$ cat src/rtl/multicycle_control.sv
// Moore control FSM for the shared-memory multicycle MIPS datapath.
// Sequences per-cycle strobes, stalls on mem_ready, traps memory timeouts, counts retired instructions.
module multicycle_control #(
    parameter int CNT_W    = 32,
    parameter int MAX_WAIT = 16
) (
    input  logic             clk,
    input  logic             rst_n,
    input  logic [5:0]       opcode,
    input  logic             mem_ready,
    output logic             PCWrite,
    output logic             PCWriteCond,
    output logic             IorD,
    output logic             MemRead,
    output logic             MemWrite,
    output logic             IRWrite,
    output logic             RegWrite,
    output logic             ALUSrcA,
    output logic [1:0]       RegDst,
    output logic [1:0]       MemtoReg,
    output logic [1:0]       ALUSrcB,
    output logic [1:0]       ALUOp,
    output logic [1:0]       PCSource,
    output logic [3:0]       state,
    output logic [CNT_W-1:0] retire_cnt,
    output logic             illegal_op,
    output logic             bus_err
);

    typedef enum logic [3:0] {
        S_FETCH   = 4'd0,
        S_DECODE  = 4'd1,
        S_MEMADR  = 4'd2,
        S_MEMRD   = 4'd3,
        S_MEMWB   = 4'd4,
        S_MEMWR   = 4'd5,
        S_EXEC    = 4'd6,
        S_RWB     = 4'd7,
        S_BRANCH  = 4'd8,
        S_ADDI_EX = 4'd9,
        S_ORI_EX  = 4'd10,
        S_IWB     = 4'd11,
        S_JUMP    = 4'd12,
        S_JAL     = 4'd13,
        S_ERROR   = 4'd14
    } state_t;

    localparam logic [5:0] OP_RTYPE = 6'd0;
    localparam logic [5:0] OP_J     = 6'd2;
    localparam logic [5:0] OP_JAL   = 6'd3;
    localparam logic [5:0] OP_BEQ   = 6'd4;
    localparam logic [5:0] OP_ADDI  = 6'd8;
    localparam logic [5:0] OP_ORI   = 6'd13;
    localparam logic [5:0] OP_LW    = 6'd35;
    localparam logic [5:0] OP_SW    = 6'd43;

    localparam int               WAIT_W     = (MAX_WAIT > 2) ? $clog2(MAX_WAIT) : 1;
    localparam logic [WAIT_W-1:0] WAIT_LAST = WAIT_W'((MAX_WAIT > 0) ? MAX_WAIT - 1 : 0);
    localparam bit               TIMEOUT_EN = (MAX_WAIT != 0);

    state_t            state_q, state_d;
    logic [WAIT_W-1:0] wait_cnt_q, wait_cnt_d;
    logic [CNT_W-1:0]  retire_cnt_q, retire_cnt_d;
    logic              illegal_op_q, illegal_op_d;
    logic              stall;
    logic              retiring;

    // State register plus bookkeeping flops
    always_ff @(posedge clk or negedge rst_n) begin
        if (!rst_n) begin
            state_q      <= S_FETCH;
            wait_cnt_q   <= '0;
            retire_cnt_q <= '0;
            illegal_op_q <= 1'b0;
        end else begin
            state_q      <= state_d;
            wait_cnt_q   <= wait_cnt_d;
            retire_cnt_q <= retire_cnt_d;
            illegal_op_q <= illegal_op_d;
        end
    end

    // Next-state logic
    always_comb begin
        state_d      = state_q;
        illegal_op_d = 1'b0;
        stall        = 1'b0;
        retiring     = 1'b0;
        case (state_q)
            S_FETCH: begin
                if (mem_ready) state_d = S_DECODE;
                else           stall   = 1'b1;
            end
            S_DECODE: begin
                case (opcode)
                    OP_LW, OP_SW: state_d = S_MEMADR;
                    OP_RTYPE:     state_d = S_EXEC;
                    OP_BEQ:       state_d = S_BRANCH;
                    OP_ADDI:      state_d = S_ADDI_EX;
                    OP_ORI:       state_d = S_ORI_EX;
                    OP_J:         state_d = S_JUMP;
                    OP_JAL:       state_d = S_JAL;
                    default: begin
                        state_d      = S_FETCH;
                        illegal_op_d = 1'b1;
                    end
                endcase
            end
            S_MEMADR: begin
                // An opcode that changed away from lw/sw here is dropped without retiring
                if (opcode == OP_LW)      state_d = S_MEMRD;
                else if (opcode == OP_SW) state_d = S_MEMWR;
                else                      state_d = S_FETCH;
            end
            S_MEMRD: begin
                if (mem_ready) state_d = S_MEMWB;
                else           stall   = 1'b1;
            end
            S_MEMWR: begin
                retiring = 1'b1;
                if (mem_ready) state_d = S_FETCH;
                else           stall   = 1'b1;
            end
            S_MEMWB:   begin state_d = S_FETCH; retiring = 1'b1; end
            S_EXEC:    state_d = S_RWB;
            S_RWB:     begin state_d = S_FETCH; retiring = 1'b1; end
            S_BRANCH:  begin state_d = S_FETCH; retiring = 1'b1; end
            S_ADDI_EX: state_d = S_IWB;
            S_ORI_EX:  state_d = S_IWB;
            S_IWB:     begin state_d = S_FETCH; retiring = 1'b1; end
            S_JUMP:    begin state_d = S_FETCH; retiring = 1'b1; end
            S_JAL:     begin state_d = S_FETCH; retiring = 1'b1; end
            S_ERROR:   state_d = S_ERROR;
            default:   state_d = S_FETCH;
        endcase
        // A ready on the last tolerated cycle still completes normally
        if (TIMEOUT_EN && stall && (wait_cnt_q == WAIT_LAST)) state_d = S_ERROR;
    end

    always_comb begin
        if (state_d != state_q) wait_cnt_d = '0;
        else if (stall)         wait_cnt_d = wait_cnt_q + 1'b1;
        else                    wait_cnt_d = '0;
        retire_cnt_d = retire_cnt_q;
        if (retiring && (state_d == S_FETCH)) retire_cnt_d = retire_cnt_q + CNT_W'(1);
    end

    // Output logic (Moore, except the FETCH write enables)
    always_comb begin
        PCWrite     = 1'b0;
        PCWriteCond = 1'b0;
        IorD        = 1'b0;
        MemRead     = 1'b0;
        MemWrite    = 1'b0;
        IRWrite     = 1'b0;
        RegWrite    = 1'b0;
        ALUSrcA     = 1'b0;
        RegDst      = 2'b00;
        MemtoReg    = 2'b00;
        ALUSrcB     = 2'b00;
        ALUOp       = 2'b00;
        PCSource    = 2'b00;
        bus_err     = 1'b0;
        case (state_q)
            S_FETCH: begin
                MemRead = 1'b1;
                ALUSrcB = 2'b01;
                IRWrite = mem_ready;
                PCWrite = mem_ready;
            end
            S_DECODE: ALUSrcB = 2'b11;
            S_MEMADR: begin ALUSrcA = 1'b1; ALUSrcB = 2'b10; end
            S_MEMRD:  begin MemRead = 1'b1; IorD = 1'b1; end
            S_MEMWB:  begin RegWrite = 1'b1; MemtoReg = 2'b01; end
            S_MEMWR:  begin MemWrite = 1'b1; IorD = 1'b1; end
            S_EXEC:   begin ALUSrcA = 1'b1; ALUOp = 2'b10; end
            S_RWB:    begin RegWrite = 1'b1; RegDst = 2'b01; end
            S_BRANCH: begin
                ALUSrcA     = 1'b1;
                ALUOp       = 2'b01;
                PCWriteCond = 1'b1;
                PCSource    = 2'b01;
            end
            S_ADDI_EX: begin ALUSrcA = 1'b1; ALUSrcB = 2'b10; end
            S_ORI_EX:  begin ALUSrcA = 1'b1; ALUSrcB = 2'b10; ALUOp = 2'b11; end
            S_IWB:     RegWrite = 1'b1;
            S_JUMP:    begin PCWrite = 1'b1; PCSource = 2'b10; end
            S_JAL: begin
                PCWrite  = 1'b1;
                PCSource = 2'b10;
                RegWrite = 1'b1;
                RegDst   = 2'b10;
                MemtoReg = 2'b10;
            end
            S_ERROR: bus_err = 1'b1;
            default: ;
        endcase
    end

    assign state      = state_q;
    assign retire_cnt = retire_cnt_q;
    assign illegal_op = illegal_op_q;

endmodule

$ cat config.mk
export PLATFORM = sky130hd
export DESIGN_NAME = multicycle_control
export DESIGN_NICKNAME = d
export VERILOG_FILES = /design/src/rtl/multicycle_control.sv
export SDC_FILE = /design/constraint.sdc
export NUM_CORES = 1
export LEC_CHECK = 0
export CAP_MARGIN = 20
export CORE_ASPECT_RATIO = 0.6
export CORE_MARGIN = 2
export CORE_UTILIZATION = 50
export DETAILED_ROUTE_END_ITERATION = 8
export PLACE_DENSITY = 0.87
export SETUP_SLACK_MARGIN = 0.4
export SYNTH_ARGS = -nofsm -noshare
export SYNTH_HDL_FRONTEND = slang
export SYNTH_SLANG_ARGS = --single-unit
$ cat constraint.sdc
create_clock -name clk -period 4.7 [get_ports clk]
set_input_delay 1.175 -clock clk [delete_from_list [all_inputs] [get_ports clk]]
set_output_delay 1.175 -clock clk [all_outputs]
set_load 0.02 [all_outputs]
# Word-level counts from Yosys, hierarchy flattened
# Index checks and enable logic that the tools add are counted.
[word_totals]
regBits = 41
inputBits = 9
[op_classes]
addsub = 2
n_eq_ne = 23
muxes = 29
n_reduce_logical = 16
[op_table]
columns = ["cell", "n"]
rows = [
  ["$add 32x1->32 const B", 1],
  ["$eq 4x4->1 const B", 8],
  ["$pmux 4 s8", 1],
  ["$pmux 4 s7", 1],
  ["$mux 4", 6],
  ["$eq 4x3->1 const B", 4],
  ["$mux 1", 13],
  ["$eq 6x2->1 const B", 2],
  ["$eq 6x4->1 const B", 2],
  ["$eq 6x6->1 const B", 2],
  ["$pmux 2 s2", 3],
  ["$pmux 2 s3", 2],
  ["$reduce_or 2->1", 5],
  ["$eq 4x2->1 const B", 2],
  ["$logic_not 4->1", 2],
  ["$reduce_or 8->1", 1],
  ["$reduce_or 7->1", 1],
  ["$eq 6x3->1 const B", 1],
  ["$logic_not 6->1", 1],
  ["$mux 3", 2],
  ["$reduce_or 3->1", 2],
  ["$reduce_or 5->1", 1],
  ["$add 4x1->4 const B", 1],
  ["$eq 4x1->1 const B", 1],
  ["4 further kinds", 5],
]

# Depth between registers and ports, before layout
[logic_depth]
ltp_word = 7
depth_mapped = 9
mapped_depth_nobuf = 6

# Worst setup path before layout
# OpenSTA, ideal clock, no wires.
[synth_timing]
kind = "input port to output port"
start = "input mem_ready"
end = "output PCWrite"
arrival_time_ns = 1.983
required_time_ns = 3.525
path_slack_ns = 1.542
cell_stages = 3
path_cell_list = "nand2_1 -> nor3_1 -> or2_2"
[synth_via]
elab_chain_cells = 1
[synth_rtl]
columns = ["element", "line", "text"]
rows = [
  ["start, declared", "10", "input logic mem_ready,"],
  ["$pmux 1 s2", "164", "case (state_q)"],
  ["end, declared", "11", "output logic PCWrite,"],
]
# No other way between the ends.

# Final worst setup path
# Ends and elaborated chain as after synthesis.

==> impl_metrics.ini <==
[global_routing]
antenna_found_initial = 0
grt_pass1_vias = 2085
grt_start_max_net_pins = 42
overflow = 0
grt_pass1_wl_um = 10300
grt.total_usage = 0.220

[placed_design]
dp_slack_ns = 0.674
place_congestion = 0.912
dp_hpwl_um = 4490
place_inst = 390
portBuffers = 64

[cells_and_area]
fin_nets = 342
antenna_cells = 0
syn_to_final_growth_pct = 25.6
drive_gt1_frac = 0.0785
fin_cells = 397
fillCellCount = 421

[clock_tree]
cts.sinks = 41
post_cts_resized = 0
cts_root_buffer = clkbuf_8
clkLatencyLatePin_ns = 0.29
holdBufCountCts = 0
cts_tree = yes
cts_max_path_buffers = 2
cts_buffers = 5
clk_pin_slew_ns = 0.08
cts_max_level = 2
postCtsSetupBuffers = 0

[logic_synthesis]
syn-num-nets = 291
synth_area_um2 = 2600
yosys-top-cells-area = dfrtp_1, xor2_1, nor2_1, xnor2_1, buf_6
synth_area_per_cell_um2 = 9.30
yosysTopAreaCell = dfrtp_1
synth-seq-cells = 41
ys_types = 53
synth.top_cell.area_share = 0.394
yosysSeqAreaShare = 0.394
ys.warnings.count = 0
synth_cells = 280

[min_path]
min_path_type = register to register

[setup_path]
cp-end-kind = output pin
crit_fanout = 8
start_kind = input pin
crit_required_ns = 3.52
crit_type = input pin to output pin
worst_ep_arrival_time_ns = 2.77

[sta]
clock_skew_ns = 0.00436
drv_slew = 0
fmax_mhz = 253
period_share = 0.840
finalSetupViolCount = 0
slew_headroom = 0.382
rsz0062_at_grt = no
tns_ns = 0
fin_ws_ns = 0.754
hold_viol = 0
period_needed_ns = 3.95
worst_pin_slew_ns = 0.914

[floorplanning]
fp.dieH_um = 59.9
io_pins = 65
core-area_um2 = 5030
die_w_um = 97.2
rows = 20
initial_utilization = 0.518
die-area_um2 = 5820

[power]
powerDensity_nw_per_um2 = 346
power_frac_seq = 0.409
p_sw_w = 0.000401
power.share.clock = 0.242
p_leak_nw = 1.42
comb_power_share = 0.350
power.internal_w = 0.000731
switching_share = 0.354
irDropWorstVdd_v = 0.000336

[drt]
first_pass_iters = 4
num_vias = 2278
routed_wl_um = 6310
drtAntennaViolNets = 0
drt-initial-drc-count = 152
wire_per_inst_um = 15.9
viasPerCell = 5.74
route.detailed.drc = 0

[flow_run]
maxCapViolCount = 0

[outcome]
status = complete, no violations
-- final timing paths --
path	startpoint	to	slack, ns	cells past startpoint
worst max-delay path	mem_ready	PCWrite	0.75	5
worst min-delay path	wait_cnt_q[0]	wait_cnt_q[0]	0.47	1
worst max register to register	state[1]	retire_cnt[15]	1.55	6
worst min register to register	wait_cnt_q[0]	wait_cnt_q[0]	0.47	1
max in group asynchronous	rst_n	retire_cnt[28]	3.14	1
min in group asynchronous	rst_n	retire_cnt[10]	1.00	1
-- cell type report --
class	count	area (um^2)	share of cell area
clock buffer	5	68.8	0.0210
timing repair buffer	64	636	0.194
inverter	2	7.51	0.00229
multi-input combinational	217	1420	0.433
sequential	41	1030	0.313
tap	66	82.6	0.0252
clock inverter	2	35.0	0.0107
-- cell families (layout without fill, tap and decap cells) --
logic type                 after synthesis  count (layout)  share of synthesized area
muxes                                    2               2                    0.00817
and+or+nand+nor                        143             143                      0.318
xor gates and xnor gates                36              36                      0.121
adders and majority gates                2               2                    0.00960
DFF                                     41              41                      0.394
buffers and inverters                   22              73                     0.0620
AOI/OAI and AO/OA                       34              34                     0.0874
-- metal layers --
| layer | vias up | track usage | routed length (um) |
|---|---|---|---|
| met5 | - | 0 | 0 |
| met3 | 5 | 0.0491 | 427 |
| met1 | 1100 | 0.327 | 3060 |
| met2 | 77 | 0.339 | 2790 |
| met4 | 0 | 0.0362 | 29 |
| li1 | 1096 | - | - |
-- through the flow --
stage               instance area, um^2  hold WS, ns  total power [W]  utilization
floorplan                          2610        0.430         0.000717            -
CTS                                3270        0.471          0.00113        0.651
detailed placement                 3170        0.461         0.000860        0.630
finish                             3270        0.471          0.00113        0.651
global route                       3270        0.493          0.00118        0.651
global placement                   3170        0.455         0.000847        0.630
-- flip-flops by register name (all words and copies together), names as in the netlist --
signal / cells
illegal_op: 1
retire_cnt: 32
state: 4
wait_cnt_q: 4
-- cell usage in the layout, fill, tap and decap left out, types with 2 or more instances in the layout --
| cell | count |
|---|---|
| nor3b_1 | 2 |
| nor2_1 | 32 |
| clkbuf_8 | 5 |
| or2_2 | 2 |
| ha_1 | 2 |
| nand2b_1 | 5 |
| and4_1 | 7 |
| o31a_2 | 2 |
| xor2_1 | 24 |
| inv_1 | 2 |
| a211oi_1 | 3 |
| nand3_1 | 14 |
| nor4b_1 | 2 |
| xnor2_1 | 12 |
| dfrtp_1 | 41 |
| nor3_1 | 13 |
| clkdlybuf4s50_1 | 63 |
| a31oi_1 | 4 |
| nor4_1 | 4 |
| a21oi_1 | 8 |
| nor4_2 | 7 |
| or3_1 | 4 |
| nand2_1 | 23 |
| nand4_1 | 6 |
| o21ai_0 | 6 |
| and3_1 | 8 |
| o31ai_1 | 3 |
| nor2b_1 | 2 |
-- cells in the mapped netlist (all sizes together) --
library cell	n
or4	1
or2b	2
nor3	13
xor2	24
mux2i	1
buf	16
nor4	12
or3	6
mux2	1
and2	1
clkbuf	4
or3b	1
nand3b	1
xnor2	12
nand4b	1
nor2b	2
a21boi	1
o31ai	3
or2	3
a22oi	1
ha	2
a22o	1
nand2	23
nor4bb	1
and4	7
nor2	32
a211oi	3
and3	8
a311oi	1
a31oi	4
nor4b	2
a21oi	8
nor3b	2
a21o	1
nand2b	5
dfrtp	41
a31o	1
nand3	14
nand4	6
a311o	1
o31a	2
inv	2
o21ai	6
a2bb2oi	1
-- worst max-delay path, stage by stage --
cell and delay (ns):
clkdlybuf4s50_1 0.60, nand2_1 0.08, nor3_1 0.18, or2_2 0.15
clkdlybuf4s50_1 0.59
-- power by group through the flow --
| stage | Clock, W | Combinational (W) | Sequential (W) |
|---|---|---|---|
| floorplan | 0 | 0.000255 | 0.000462 |
| global placement | 0 | 0.000383 | 0.000464 |
| detailed placement | 0 | 0.000392 | 0.000468 |
| CTS | 0.000276 | 0.000395 | 0.000462 |
| global route | 0.000289 | 0.000424 | 0.000472 |
| finish | 0.000274 | 0.000396 | 0.000463 |
Note: power is estimated with default switching activity, not from simulation.
